<file path="src/rtl/line_bank_scheduler.sv">
// Bank scheduler for the RX->TX dual-port line buffer: hands completed banks to TX in FIFO order
// and flags overrun/underrun. Optional macro UNDERRUN_REPEAT_EN repeats the last line on underrun.
module line_bank_scheduler #(
    parameter  int BANKS      = 2,
    parameter  int LINE_WORDS = 8192,
    parameter  int ADDR_W     = 14,
    parameter  int CNT_W      = 8,
    localparam int BANK_W     = $clog2(BANKS)
) (
    input  logic              CLK,
    input  logic              RESET,
    input  logic              FRAME_SYNC,
    input  logic              WR_DONE,
    input  logic              RD_START,
    input  logic              RD_DONE,
    output logic [BANK_W-1:0] WR_BANK,
    output logic [ADDR_W-1:0] WR_BASE,
    output logic [BANK_W-1:0] RD_BANK,
    output logic [ADDR_W-1:0] RD_BASE,
    output logic              RD_VALID,
    output logic [BANK_W:0]   FILL,
    output logic              OVERRUN,
    output logic              UNDERRUN,
    output logic [CNT_W-1:0]  OVR_CNT,
    output logic [CNT_W-1:0]  UND_CNT,
    output logic              RD_STATE_DBG
);

    typedef enum logic {R_IDLE = 1'b0, R_ACTIVE = 1'b1} r_state_e;

    r_state_e          state_q, state_d;
    logic [BANK_W-1:0] head_q, head_d;
    logic [BANK_W-1:0] wr_bank_q, wr_bank_d;
    logic [BANK_W-1:0] rd_bank_q, rd_bank_d;
    logic [ADDR_W-1:0] wr_base_q, wr_base_d;
    logic [ADDR_W-1:0] rd_base_q, rd_base_d;
    logic              rd_valid_q, rd_valid_d;
    logic [BANK_W:0]   fill_q, fill_d;
    logic              ovr_q, ovr_d;
    logic              und_q, und_d;
    logic [CNT_W-1:0]  ovr_cnt_q, ovr_cnt_d;
    logic [CNT_W-1:0]  und_cnt_q, und_cnt_d;
    logic              release_bank;
    logic [BANK_W:0]   fill_eff;

    function automatic logic [BANK_W-1:0] bank_inc(input logic [BANK_W-1:0] b);
        return (b == BANK_W'(BANKS - 1)) ? '0 : b + BANK_W'(1);
    endfunction

    function automatic logic [ADDR_W-1:0] base_of(input logic [BANK_W-1:0] b);
        return ADDR_W'(b) * ADDR_W'(LINE_WORDS);
    endfunction

    always_comb begin
        state_d      = state_q;
        head_d       = head_q;
        wr_bank_d    = wr_bank_q;
        rd_bank_d    = rd_bank_q;
        rd_valid_d   = rd_valid_q;
        fill_d       = fill_q;
        ovr_d        = 1'b0;
        und_d        = 1'b0;
        ovr_cnt_d    = ovr_cnt_q;
        und_cnt_d    = und_cnt_q;
        release_bank = 1'b0;
        fill_eff     = fill_q;

        if (FRAME_SYNC) begin
            state_d    = R_IDLE;
            head_d     = '0;
            wr_bank_d  = '0;
            rd_valid_d = 1'b0;
            fill_d     = '0;
        end else begin
            case (state_q)
                R_IDLE: begin
                    if (RD_START) begin
                        if (fill_q != '0) begin
                            rd_bank_d  = head_q;
                            rd_valid_d = 1'b1;
                            state_d    = R_ACTIVE;
                        end else begin
                            und_d = 1'b1;
                            if (und_cnt_q != '1) und_cnt_d = und_cnt_q + CNT_W'(1);
`ifdef UNDERRUN_REPEAT_EN
                            rd_valid_d = 1'b1;
`else
                            rd_valid_d = 1'b0;
`endif
                        end
                    end
                end
                R_ACTIVE: begin
                    if (RD_DONE) begin
                        release_bank = 1'b1;
                        head_d       = bank_inc(head_q);
                        rd_valid_d   = 1'b0;
                        state_d      = R_IDLE;
                    end
                end
                default: state_d = R_IDLE;
            endcase

            // A release in this same cycle frees room for the incoming bank.
            fill_eff = fill_q - (BANK_W + 1)'(release_bank);
            fill_d   = fill_eff;
            if (WR_DONE) begin
                if (fill_eff < (BANK_W + 1)'(BANKS - 1)) begin
                    wr_bank_d = bank_inc(wr_bank_q);
                    fill_d    = fill_eff + (BANK_W + 1)'(1);
                end else begin
                    ovr_d = 1'b1;
                    if (ovr_cnt_q != '1) ovr_cnt_d = ovr_cnt_q + CNT_W'(1);
                end
            end
        end

        wr_base_d = base_of(wr_bank_d);
        rd_base_d = base_of(rd_bank_d);
    end

    always_ff @(posedge CLK) begin
        if (RESET) begin
            state_q    <= R_IDLE;
            head_q     <= '0;
            wr_bank_q  <= '0;
            rd_bank_q  <= '0;
            wr_base_q  <= '0;
            rd_base_q  <= '0;
            rd_valid_q <= 1'b0;
            fill_q     <= '0;
            ovr_q      <= 1'b0;
            und_q      <= 1'b0;
            ovr_cnt_q  <= '0;
            und_cnt_q  <= '0;
        end else begin
            state_q    <= state_d;
            head_q     <= head_d;
            wr_bank_q  <= wr_bank_d;
            rd_bank_q  <= rd_bank_d;
            wr_base_q  <= wr_base_d;
            rd_base_q  <= rd_base_d;
            rd_valid_q <= rd_valid_d;
            fill_q     <= fill_d;
            ovr_q      <= ovr_d;
            und_q      <= und_d;
            ovr_cnt_q  <= ovr_cnt_d;
            und_cnt_q  <= und_cnt_d;
        end
    end

    assign WR_BANK      = wr_bank_q;
    assign WR_BASE      = wr_base_q;
    assign RD_BANK      = rd_bank_q;
    assign RD_BASE      = rd_base_q;
    assign RD_VALID     = rd_valid_q;
    assign FILL         = fill_q;
    assign OVERRUN      = ovr_q;
    assign UNDERRUN     = und_q;
    assign OVR_CNT      = ovr_cnt_q;
    assign UND_CNT      = und_cnt_q;
    assign RD_STATE_DBG = state_q;

endmodule

</file>
<file path="config.mk">
export PLATFORM = sky130hd
export DESIGN_NAME = line_bank_scheduler
export DESIGN_NICKNAME = d
export VERILOG_FILES = /design/src/rtl/line_bank_scheduler.sv
export SDC_FILE = /design/constraint.sdc
export NUM_CORES = 1
export LEC_CHECK = 0
export ABC_AREA = 0
export CELL_PAD_IN_SITES_DETAIL_PLACEMENT = 1
export CELL_PAD_IN_SITES_GLOBAL_PLACEMENT = 1
export CORE_ASPECT_RATIO = 0.7
export CORE_MARGIN = 3
export CORE_UTILIZATION = 31
export CTS_BUF_LIST = sky130_fd_sc_hd__clkbuf_4 sky130_fd_sc_hd__clkbuf_8
export CTS_CLUSTER_DIAMETER = 60
export DETAILED_ROUTE_END_ITERATION = 8
export HOLD_SLACK_MARGIN = 0.02
export PLACE_DENSITY = 0.88
export SKIP_LAST_GASP = 1
export SLEW_MARGIN = 5
export SYNTH_ARGS = -nofsm -noshare
export SYNTH_HDL_FRONTEND = slang
export SYNTH_SLANG_ARGS = --single-unit
</file>
<file path="constraint.sdc">
create_clock -name CLK -period 2.6 [get_ports CLK]
set_input_delay 0.52 -clock CLK [delete_from_list [all_inputs] [get_ports CLK]]
set_output_delay 0.52 -clock CLK [all_outputs]
set_load 0.02 [all_outputs]
</file>
---- After elaboration in Yosys (flattened, before gate mapping) ----
Cells that the tools add are included.
cells by class
  add/sub/neg operators ................... 6
  magnitude comparators ................... 1
  equality and inequality tests ........... 4
  multiplexer cells ....................... 23
  bitwise logic cells ..................... 6
  reductions and logical operators ........ 8
operators by type and width
  kind                   count
  $mux W1                19
  $add A8 B1 Y8 const B  2
  $ne A8 B8 Y1 const B   2
  $not A1 Y1             6
  $reduce_and A5 Y1      1
  $mux W2                2
  $ne A2 B2 Y1 const B   2
  $pmux W1 S2            2
  $reduce_and A2 Y1      2
  $reduce_and A4 Y1      1
  $reduce_or A4 Y1       1
  $reduce_or A3 Y1       1
  $add A1 B1 Y1 const B  2
  $add A2 B1 Y2 const B  1
  $lt A2 B1 Y1 const B   1
  $reduce_bool A2 Y1     1
  $reduce_or A2 Y1       1
  $sub A2 B1 Y2          1
storage, ports and cells
  register bits after elaboration ......... 51
  input bits .............................. 6
  output and inout port bits .............. 52
  logic and storage cells ................. 60

---- Logic depth before layout (Yosys ltp) ----
Gate-level depths: netlist (run 1).
  depth in word-level cells ............... 8
  mapped depth ............................ 9
  mapped depth without buffers ............ 9

---- Worst setup path after synthesis (run 1) ----
OpenSTA, ideal clock, no wires.
  path type ............................... input to register
  start point ............................. input RD_DONE
  end point ............................... register ovr_cnt_q[7], in the netlist OVR_CNT[7]
  library setup time ...................... 0.070 ns
  arrival time ............................ 2.292 ns
  data required time ...................... 2.530 ns
  path slack .............................. 0.238 ns
  cell stages on the path ................. 9
  buffers on the path ..................... 0
  path through ............................ nand2_1 inv_1 ha_1 xnor2_1 ha_1 nor3b_1 o211ai_1 or3_1 a21oi_1
between the ends
  longest elaborated chain between the ends .. 7
ends and longest elaborated chain
  element                      RTL line  RTL
  from (decl)                  15        input logic RD_DONE,
  $mux W1                      94        if (RD_DONE) begin
  $mux W1                      75        case (state_q)
  $mux W1                      68        if (FRAME_SYNC) begin
  $sub A2 B1 Y2                105       fill_eff = fill_q - (BANK_W + 1)'(release_bank);
  $lt A2 B1 Y1                 108       if (fill_eff < (BANK_W + 1)'(BANKS - 1)) begin
  $not A1 Y1 (no line)         n/a
  $reduce_and A4 Y1 (no line)  n/a
  to (signal assigned)         147       ovr_cnt_q <= ovr_cnt_d;
  to (decl)                    41        logic [CNT_W-1:0] ovr_cnt_q, ovr_cnt_d;
No other way between the ends. The select of a mux whose other input is x is not followed.
A chain may end at the register's enable or synchronous reset.

---- Worst setup path after layout (run 1) ----
Same ends and word-level chain as after synthesis.

==> metrics.md, run 1 <==
| Metric | Value |
|---|---|
| Clock-pin slew on the worst setup and hold paths | about 0.08 ns |
| Final wirelength | ~3100 um |
| Crit Path Category | in2reg |
| Synth Cell Area | approximately 0.0014 mm^2 |
| RSZ-0062 raised after global routing | false |
| Hold Startpoint | RD_VALID |
| Period utilization | between 90% and 100% |
| Placed insts | 240 |
| FF-to-FF path depth | 10 |
| CTS max path bufs | 2 |
| Vias in the first global route | around 1,100 |
| Arrival @ worst endpoint | between 2 and 3 ns |
| Sink Count | 25 |
| Largest net degree at the start of global routing | 19 |
| Post-synthesis instance total | between 150 and 200 |
| Remaining global-route overflow | 0 |
| Synth-to-Final Area Change | 26.6% |
| Final cell count without fillers | about 240 |
| Total GRT Usage | 12.0% |
| Hold Fails Final Rpt | 0 |
| Ports | 58 |
| Fin crit period | roughly 2.4 ns |
| Initial antenna violation count | 0 |
| Top FF cell, synth | dfxtp_1 |
| CTS HTree Levels | 1 |
| CTS buffer count | 3 |
| Core Area | between 0.004 and 0.005 mm^2 |
| Dpl hpwl | between 2000 and 2500 um |
| Flops & latches, synth | 25 |
| Buffers added on ports | 31 |
| Wire length per cell | between 10 and 15 um |
| Power per cell area | 441 mW/mm^2 |
| Startpoint Class | input port |
| Fin nets | 204 |
| Hold Path Class | reg2reg |
| Fin Hold WS | 0.481 ns |
| Worst r2r src | RD_STATE_DBG |
| Synth async-reset ratio | 0% |
| Antenna Nets Post-Route | 0 |
| DRT Pass-1 Iters | 4 |
| Endpoint required time on the critical path | between 2 and 3 ns |
| Crit-path max FO | 5 |
| RR Endpoint | OVR_CNT[7] |
| Diode count | 0 |
| Status | finished, final reports clean |
| Max Cap Viol | 0 |
| Die area | 0.00523 mm^2 |
| Fmax | 418 MHz |
| Worst vdd ir | around 0.2 mV |
| R2R Setup Slk | around 0.5 ns |
| Crit. End Element | register |
| Post-synthesis sequential area ratio | 36.8% |
| Most common cell after layout, fill and taps aside | clkdlybuf4s50_1 |
| Final setup fails | 0 |
| Clk_lat worst skew | ~0.27 ns |
| Pins Over Slew Limit | 0 |
| Starting density of the core | 33.4% |
| Clk_skew | 0.00689 ns |
| Avg Cell Area, Syn | 8.77 um^2 |
| Yosys Warn Count | 0 |
| Via-to-Cell Ratio | around 4.6 |
| First-pass GRT wire length | ~4900 um |
| Vias | 1,116 |
| Cell variety after synth | 34 |
| Commonest cells after routing, fill and taps aside | 31 x clkdlybuf4s50_1, 26 x conb_1, 25 x dfxtp_1 |
| DRC violations left | 0 |
| Initial drt markers | 38 |
| RD Place Congestion | 0.818 |
| Number of flops mapped to enable cells by yosys | 0 |
| CTS Root Cell | clkbuf_8 |
| Hold Crit Endpoint | RD_VALID |
| Horiz. Die Dim | between 80 and 90 um |
| Layout cell share with drive strength beyond 1 | a little under a tenth |
| DIE HEIGHT | 61.4 um |
| CTS tree | built |
| Hold Path Stages | 2 |
| P_leak | a little under 0.7 nW |
| Site Rows | 19 |
==> worst max path at each step <==
stage,startpoint,endpoint,slack (ns),cells past startpoint
after floorplan,RD_DONE,OVR_CNT[7],0.24,9
after global placement,RD_DONE,OVR_CNT[7],0.009,11
after detailed placement,RD_DONE,OVR_CNT[7],-0.09,11
after CTS,RD_DONE,OVR_CNT[7],0.18,11
after global routing,RD_DONE,OVR_CNT[7],0.02,11
final,RD_DONE,OVR_CNT[7],0.21,11
==> per-stage QoR <==
stage | utilization [%] | setup TNS, ns | total power [mW] | cell area (um^2) | worst slack [ns]
CTS | 42.2 | 0 | 0.771 | 1720 | 0.178
global placement | 41.1 | 0 | 0.528 | 1670 | 0.00864
global route | 42.3 | 0 | 0.795 | 1720 | 0.0232
detailed placement | 41.1 | -0.102 | 0.531 | 1670 | -0.0945
finish | 42.3 | 0 | 0.758 | 1720 | 0.210
floorplan | - | 0 | 0.518 | 1450 | 0.238
==> report_power, final <==
part	switching [mW]	total [mW]	internal (mW)	leakage, nW
logic	0.0790	0.125	0.0456	0.456
registers	0.00813	0.398	0.390	0.202
clock network	0.128	0.235	0.107	0.0255
==> synth_stat cells (3+ instances only) <==
cell type  number  area (um^2)
a211oi_1        3         22.5
a21oi_1         6         30.0
and3_1          3         18.8
buf_4          28          210
clkbuf_1        4         15.0
dfxtp_1        25          500
ha_1            5         62.6
inv_1           5         18.8
mux2i_1         3         30.0
nand2_1         4         15.0
nand3_1         5         25.0
nand4_1         3         18.8
nor2_1         17         63.8
nor3_1          3         15.0
nor4_1          3         18.8
o21ai_0         4         20.0
or3_1           3         18.8
xnor2_1         3         26.3
xor2_1          8         70.1
==> flip-flops by register name, summed over array words and instances, names as in the netlist <==
register,count
FILL,2
OVERRUN,1
OVR_CNT,8
RD_BASE,1
RD_STATE_DBG,1
RD_VALID,1
UNDERRUN,1
UND_CNT,8
WR_BASE,1
head_q,1
==> kinds of logic (layout without fill, tap and decap cells) <==
group,count (synthesis),count (layout),synth area share [%]
other,1,26,0.276
muxes,3,3,2.21
and+or+nand+nor,55,55,22.1
xor gates and xnor gates,11,11,7.09
adders and majority gates,5,5,4.60
AOI/OAI and AO/OA,18,18,8.93
buffers and inverters,37,49,18.0
DFF,25,25,36.8
==> layout make-up <==
class                   count  area [um^2]
repair buffers             40          378
fillers                   466         2340
well taps                  52         65.1
multi-input cells         118          712
inverters                   5         18.8
clock inverters             1         5.00
flip-flops and latches     25          500
clock buffers               3         41.3
==> critical path, cell delays in order <==
cell and delay [ns]:
clkdlybuf4s50_1 0.42, nand2_1 0.09, inv_1 0.05, ha_1 0.19, xnor2_1 0.15, ha_1 0.21
nor3b_1 0.20, buf_4 0.16, o211ai_1 0.11, or3_1 0.37, a21oi_2 0.14
==> routing by layer <==
layer,vias to the layer above,part of all wire [%],track usage (%)
li1,556,-,-
met1,522,49,16.1
met2,34,44,18.7
met3,4,6.7,4.14
met4,0,0.95,3.39
met5,-,0,0
==> timing repair <==
action	in CTS	in global routing
endpoints found under the setup margin	0	1
buffers inserted	0	0
gates resized for setup	0	1
hold buffers	0	0
(Power assumes the default switching activity.)
==> run 2: changes to the inputs <==
CAP_MARGIN = 10   (was unset)
REMOVE_ABC_BUFFERS = 1   (was unset)
==> run 2 against run 1 <==
Effect of this change:
- critical path depth is the same
- flip-flop and latch count did not move
- clock power up 2%
- total power increased by 0.19%
- sequential power about the same
- first-iteration DRC count shrank 13%
- register-to-register slack barely moved
- combinational power is essentially flat
- maximum frequency rose by 0.81%
- largest cell class unchanged
==> metrics.md, run 2 (synthesis gave the netlist of run 1 again) <==
| Metric | Value |
|---|---|
| Status | finished, final reports clean (unchanged) |
| Ports | 58 (unchanged) |
| Final wirelength | 3060 um (was 3050 um) |
| Clk_lat worst skew | 0.27 ns (about the same) |
| GRT met3 Usage | 4.14% (unchanged) |
| Final setup fails | 0 (unchanged) |
| Hold Fails Final Rpt | 0 (unchanged) |
| Sequential power share | 52.4% (was 52.5%) |
| R2R Setup Slk | 0.50 ns (was 0.51 ns) |
| DP Worst Slack | -0.0595 ns (was -0.0945 ns) |
| Startpoint Class | input port (unchanged) |
| Final Core Density | 41.9% (was 42.3%) |
| CTS max path bufs | 2 (unchanged) |
| Clock-pin slew on the worst setup and hold paths | 0.10 ns (was 0.08 ns) |
| Crit path buf inv count | 3 (unchanged) |
| Site Rows | 19 (unchanged) |
| Clock group share of total power | 31.6% (was 31.0%) |
| Crit Path Category | in2reg (unchanged) |
| Die area | 0.00523 mm^2 (unchanged) |
| Arrival @ worst endpoint | 2.58 ns (was 2.60 ns) |
| Synth-to-Final Area Change | 25.4% (was 26.6%) |
| Vias | 1,088 (was 1,116) |
| Hold Path Stages | 2 (unchanged) |
| Pint | 542 uW (was 543 uW) |
| Hold Path Class | reg2reg (unchanged) |
| Wire length per cell | 12.7 um (was 12.5 um) |
| Endpoint required time on the critical path | 2.81 ns (about the same) |
| Setup WS post-layout | 0.229 ns (was 0.210 ns) |
| Starting density of the core | 33.4% (unchanged) |
| Period utilization | 91.2% (was 91.9%) |
| CP delay by family, top | simple AND/OR/NAND/NOR gates (unchanged) |
| RR Endpoint | OVR_CNT[7] (unchanged) |
| Reg area | 500 um^2 (unchanged) |
| Buffers added on ports | 31 (unchanged) |
| Via-to-Cell Ratio | 4.50 (was 4.57) |
| Antenna Nets Post-Route | 0 (unchanged) |
| Hold Startpoint | RD_VALID (unchanged) |
| CTS tree | built (unchanged) |
| Fill cell count | 478 (was 466) |
| Dpl hpwl | 2320 um (was 2360 um) |
| Net load switching power | 217 uW (was 215 uW) |
| Met1 usage in global routing | 16.0% (was 16.1%) |
| Diode count | 0 (unchanged) |
| Fin nets | 202 (was 204) |
| RD Place Congestion | 0.807 (was 0.818) |
| Vias in the first global route | 1,008 (was 1,072) |
| Horiz. Die Dim | 85.1 um (unchanged) |
| CP dominant cell by count | ha_1 (unchanged) |
| Postcts setup bufs | 0 (unchanged) |
| Power per cell area | 446 mW/mm^2 (was 441 mW/mm^2) |
| Net Sw Frac | 28.6% (was 28.3%) |
| DIE HEIGHT | 61.4 um (unchanged) |
| Remaining global-route overflow | 0 (unchanged) |
| DRC violations left | 0 (unchanged) |
| Crit-path max FO | 6 (was 5) |
| Fin crit period | 2.37 ns (was 2.39 ns) |
| Met2 usage | 17.8% (was 18.7%) |
| Most common cell after layout, fill and taps aside | clkdlybuf4s50_1 (unchanged) |
| Worst vdd ir | 0.184 mV (was 0.201 mV) |
| CP peak stage delay | 0.41 ns (was 0.42 ns) |
| Sink Count | 25 (unchanged) |
| CTS buffer count | 3 (unchanged) |
| Crit. End Element | register (unchanged) |
| Layout cell share with drive strength beyond 1 | 7.89% (was 9.38%) |
| Combinational power share | 16.1% (was 16.4%) |
| Fin Hold WS | 0.478 ns (was 0.481 ns) |
| Max Cap Viol | 0 (unchanged) |
| DRT Pass-1 Iters | 3 (was 4) |
| Critical Path, Cell by Cell | clkdlybuf4s50_1, nand2_1, inv_1, ha_1, xnor2_1, ha_1, nor3b_1, buf_4, o211ai_1, or3_1, a21oi_1 (was clkdlybuf4s50_1, nand2_1, inv_1, ha_1, xnor2_1, ha_1, nor3b_1, buf_4, o211ai_1, or3_1, a21oi_2) |
| Busiest grt layer | met2 (unchanged) |
| Core Area | 0.00407 mm^2 (unchanged) |
| Pins Over Slew Limit | 0 (unchanged) |
| Hold Crit Endpoint | RD_VALID (unchanged) |
| Worst r2r src | RD_STATE_DBG (unchanged) |
| Slowest cell on crit path | clkdlybuf4s50_1 (unchanged) |
| Commonest cells after routing, fill and taps aside | 31 x clkdlybuf4s50_1, 26 x conb_1, 25 x dfxtp_1 (unchanged) |
| Clk_skew | 0.0103 ns (was 0.00689 ns) |
| Area of the multi-input gates | 708 um^2 (was 712 um^2) |
| Largest net degree at the start of global routing | 19 (unchanged) |
| RSZ-0062 raised after global routing | false (unchanged) |
| Fmax | 422 MHz (was 418 MHz) |
| Hold-fix buffers, CTS | 0 (unchanged) |
| P_leak | 0.670 nW (was 0.684 nW) |
| Total GRT Usage | 11.6% (was 12.0%) |
| CTS HTree Levels | 1 (unchanged) |
| Post-CTS sizing | 0 (unchanged) |
| Initial antenna violation count | 0 (unchanged) |
| CTS Root Cell | clkbuf_8 (unchanged) |
| Initial drt markers | 33 (was 38) |
| First-pass GRT wire length | 4830 um (was 4920 um) |
| FF-to-FF path depth | 10 (unchanged) |
run 2: changes by cell type in the layout (fill, tap and decap cells not counted), sizes merged:
cell / before / now
clkinv: 1 / 0
buf: 9 / 7
clkinvlp: 0 / 1
run 2: metrics by stage:
stage | instances | total power [mW] | setup TNS (ns) | area (um^2)
2_1_floorplan | 148 | 0.481 | 0 | 1230
3_5_place_dp | 238 | 0.529 | -0.0598 | 1660
3_3_place_gp | 238 | 0.526 | 0 | 1660
4_1_cts | 242 | 0.769 | 0 | 1700
5_1_grt | 242 | 0.797 | 0 | 1700
6_report | 242 | 0.759 | 0 | 1700
run 2: worst max path at each step:
stage | from | to | slack [ns] | depth (start not counted)
after floorplan | RD_DONE | OVR_CNT[7] | 0.24 | 9
after global placement | RD_DONE | OVR_CNT[7] | 0.005 | 11
after global routing | RD_DONE | OVR_CNT[7] | 0.1 | 12
after detailed placement | RD_DONE | OVR_CNT[7] | -0.06 | 11
after CTS | RD_DONE | OVR_CNT[7] | 0.22 | 11
final | RD_DONE | OVR_CNT[7] | 0.23 | 11
run 2: power groups by stage:
stage               clock network [mW]  registers, mW  logic (mW)
floorplan                            0          0.416      0.0652
global placement                     0          0.406       0.119
detailed placement                   0          0.407       0.122
CTS                              0.249          0.398       0.122
global route                     0.265          0.399       0.132
finish                           0.240          0.398       0.122
run 2: metal layers:
layer	wire length, um	up-vias	part of all wire (%)
li1	-	545	-
met1	1550	508	51
met2	1310	33	43
met3	184	2	6.0
met4	11	0	0.36
met5	0	-	0
run 2: worst min-delay path: stages, from the launching register on:
cell and delay (ns):
dfxtp_1 0.32, nand3_1 0.06, a21oi_1 0.06
run 2: final cells by class:
class                   instances  share of cell area, %
inverters                       5                   1.10
clock inverters                 1                  0.441
repair buffers                 38                   21.3
clock buffers                   3                   2.42
multi-input cells             118                   41.6
flip-flops and latches         25                   29.4
well taps                      52                   3.82
==> RTL edit, RTL diff (flow settings as in run 2) <==
Reset style: asynchronous (`RESET`), changed in one clocked block.
--- a/src/rtl/line_bank_scheduler.sv
+++ b/src/rtl/line_bank_scheduler.sv
@@ -119,7 +119,7 @@
         rd_base_d = base_of(rd_bank_d);
     end
 
-    always_ff @(posedge CLK) begin
+    always_ff @(posedge CLK or posedge RESET) begin
         if (RESET) begin
             state_q    <= R_IDLE;
             head_q     <= '0;
Behaviour: differs if RESET is asserted again (counterexample within 4 cycles, from zero or initial values and one cycle with RESET high); with RESET held inactive, the same outputs for 10 cycles.
==> RTL edit against run 2 <==
Die area increased by 4.5%. Utilization grew 1.4 points. Setup slack better by 120 ps. Sequential cell count is the same. Routed wire length increased by 1.4%. Synthesized area rose by 4.9%. Design area up 5.7%. Final cell count fell by 5.4%.
Power is not compared: it rests on default switching activity, and its combinational part moved more than twofold at a synthesized area within 25%.
==> RTL edit: results (changes against run 2) <==
- The flow ran to the end, and the final reports show no timing, DRC or antenna violations.
- The highest fanout seen on the critical path came to 5 (-1).
- The number of diodes is 0 (unchanged).
- The largest incremental delay on the critical path is 430 ps (+20 ps).
- The final weighted congestion of routability-driven global placement was 0.7495 (-7.2%).
- The proportion of layout cells with a drive suffix above 1 is 12.43% (+4.5 points).
- The initial antenna violation count is 0 (unchanged).
- The filler cell count in the final layout came to 473 (-1.0%).
- The clock skew after layout is 11.13 ps (+0.8308 ps).
- The clock latency on the worst-skew pair is 270 ps (about the same).
- The largest buffer count on any clock path came to 2 (unchanged).
- The static leakage is 0.8307 nW.
- The number of warnings issued by yosys is 0 (unchanged).
- The proportion of synthesized chip area in sequential cells was 43.90% (+7.1 points).
- The first-pass GRT wire length is 5.133 mm (+6.3%).
- The number of input and output port buffers inserted is 31 (unchanged).
- The detailed-route vias per instance is 4.328 (-3.7%).
- The total iterations of the first detailed-routing run is 4 (+1).
- The mean area per synthesized cell is 10.33 um^2 (+18%).
- The clock buffer count from CTS is 3 (unchanged).
- The worst path arrival time is 2400 ps (-180 ps).
- The worst slack at placement is -223.8 ps (-164.3 ps).
- The cell count after placement is 225 (-5.5%).
- The overall routing resource usage is 11.84% (+0.26 points).
- The detailed placer's ending HPWL is 2.473 mm (+6.6%).
- The H-tree depth is 1 (unchanged).
- The cell with the biggest individual delay on the critical path is dfrtp_1.
- The maximum number of pins on one net before global-route repair is 26 (+7).
- The routed length per placed instance came to 13.56 um (+7.1%).
- The worst-case IR drop observed on VDD is 0.3567 mV.
- The number of buffers inserted to repair setup after CTS is 0 (unchanged).
- The final layout net count is 189 (-6.4%).
- The overall via count from detail_route was 991 (-8.9%).
- The async set-reset flop share out of synthesis is 100.0% (+100 points).
- Clock tree synthesis selected as its root buffer the cell clkbuf_8.
- The standard cell area after detailed placement is 1740 um^2 (+5.1%).
- The class of the tightest hold or removal check is reg -> reg.
- The via count of the first global-routing pass came to 1,002 (-0.60%).
- In the post-synthesis netlist, the biggest area contributors are dfrtp_1, buf_4, ha_1.
- The commonest cells after synthesis are buf_4, dfrtp_1, nand2_1, nand3_1, a21oi_1.
- The initial detailed-routing violation count is 25 (-24%).
- The number of design rule violations left after detail routing came to 0 (unchanged).
- The number of distinct library cell variants in the gate-level netlist after synthesis is 30 (-12%).
-- RTL edit: changes by cell type after synthesis, moves of 5 or more --
| cell | before | now |
|---|---|---|
| dfrtp_1 | 0 | 25 |
| dfxtp_1 | 25 | 0 |
| mux2_2 | 0 | 5 |
| nand2_1 | 4 | 9 |
| nor2_1 | 17 | 7 |
-- RTL edit: power breakdown --
part,switching (mW),internal [mW]
sequential,0.120,0.480
clock,0.120,0.108
combinational,0.319,0.289
-- RTL edit: worst paths after layout --
kind / start / endpoint / slack (ps) / cells after the start
min in group asynchronous: RESET / OVERRUN / 590 / 3
worst min-delay path: head_q / RD_BASE[13] / 540 / 1
worst min register to register: head_q / RD_BASE[13] / 540 / 1
max in group asynchronous: RESET / FILL[1] / 1750 / 3
worst max-delay path: RD_STATE_DBG / OVR_CNT[5] / 350 / 10
worst max register to register: RD_STATE_DBG / OVR_CNT[5] / 350 / 10
-- RTL edit: kinds of logic (layout without fill, tap and decap cells) --
group | after synthesis | count (layout) | synth area share [%]
AOI/OAI and AO/OA | 13 | 13 | 5.531
xor gates and xnor gates | 9 | 9 | 5.531
adders and majority gates | 5 | 5 | 4.390
buffers and inverters | 33 | 47 | 16.07
DFF | 25 | 25 | 43.90
muxes | 8 | 8 | 6.584
other | 1 | 26 | 0.2631
and+or+nand+nor | 44 | 44 | 17.74
-- RTL edit: area by class of cell --
type / count / area (um^2) / area share [%]
flip-flops and latches: 25 / 625.6 / 34.75
clock inverters: 1 / 7.507 / 0.4170
clock buffers: 3 / 41.29 / 2.293
inverters: 4 / 15.01 / 0.8339
multi-input cells: 105 / 673.1 / 37.39
well taps: 52 / 65.06 / 3.614
repair buffers: 39 / 372.9 / 20.71
-- RTL edit: critical path, delay by kind of cell (launching register included) --
family / cells / cell delay, ps
fa+ha+maj: 2 / 380
flops: 1 / 430
mux: 1 / 350
xor+xnor: 1 / 200
buf+inv: 2 / 120
simple gates: 4 / 660
-- RTL edit: per-layer routing --
layer,track usage (%),part of all wire [%],vias up
met5,0,0,-
met4,2.335,0.39,0
met3,3.821,5.4,2
met2,17.23,46,26
met1,17.09,48,473
li1,-,-,490
-- RTL edit: what timing repair did --
item / 4_1_cts / 5_1_grt
setup endpoints to repair: 0 / 3
hold endpoints to repair: 0 / 0
resized for setup: 0 / 3
-- RTL edit: metrics by stage --
stage | setup TNS [ps] | total power, mW
final | 0 | 1.437
after global routing | 0 | 1.539
after CTS | 0 | 1.458
after floorplan | 0 | 0.9077
after detailed placement | -635.3 | 1.214
after global placement | -228.7 | 1.189
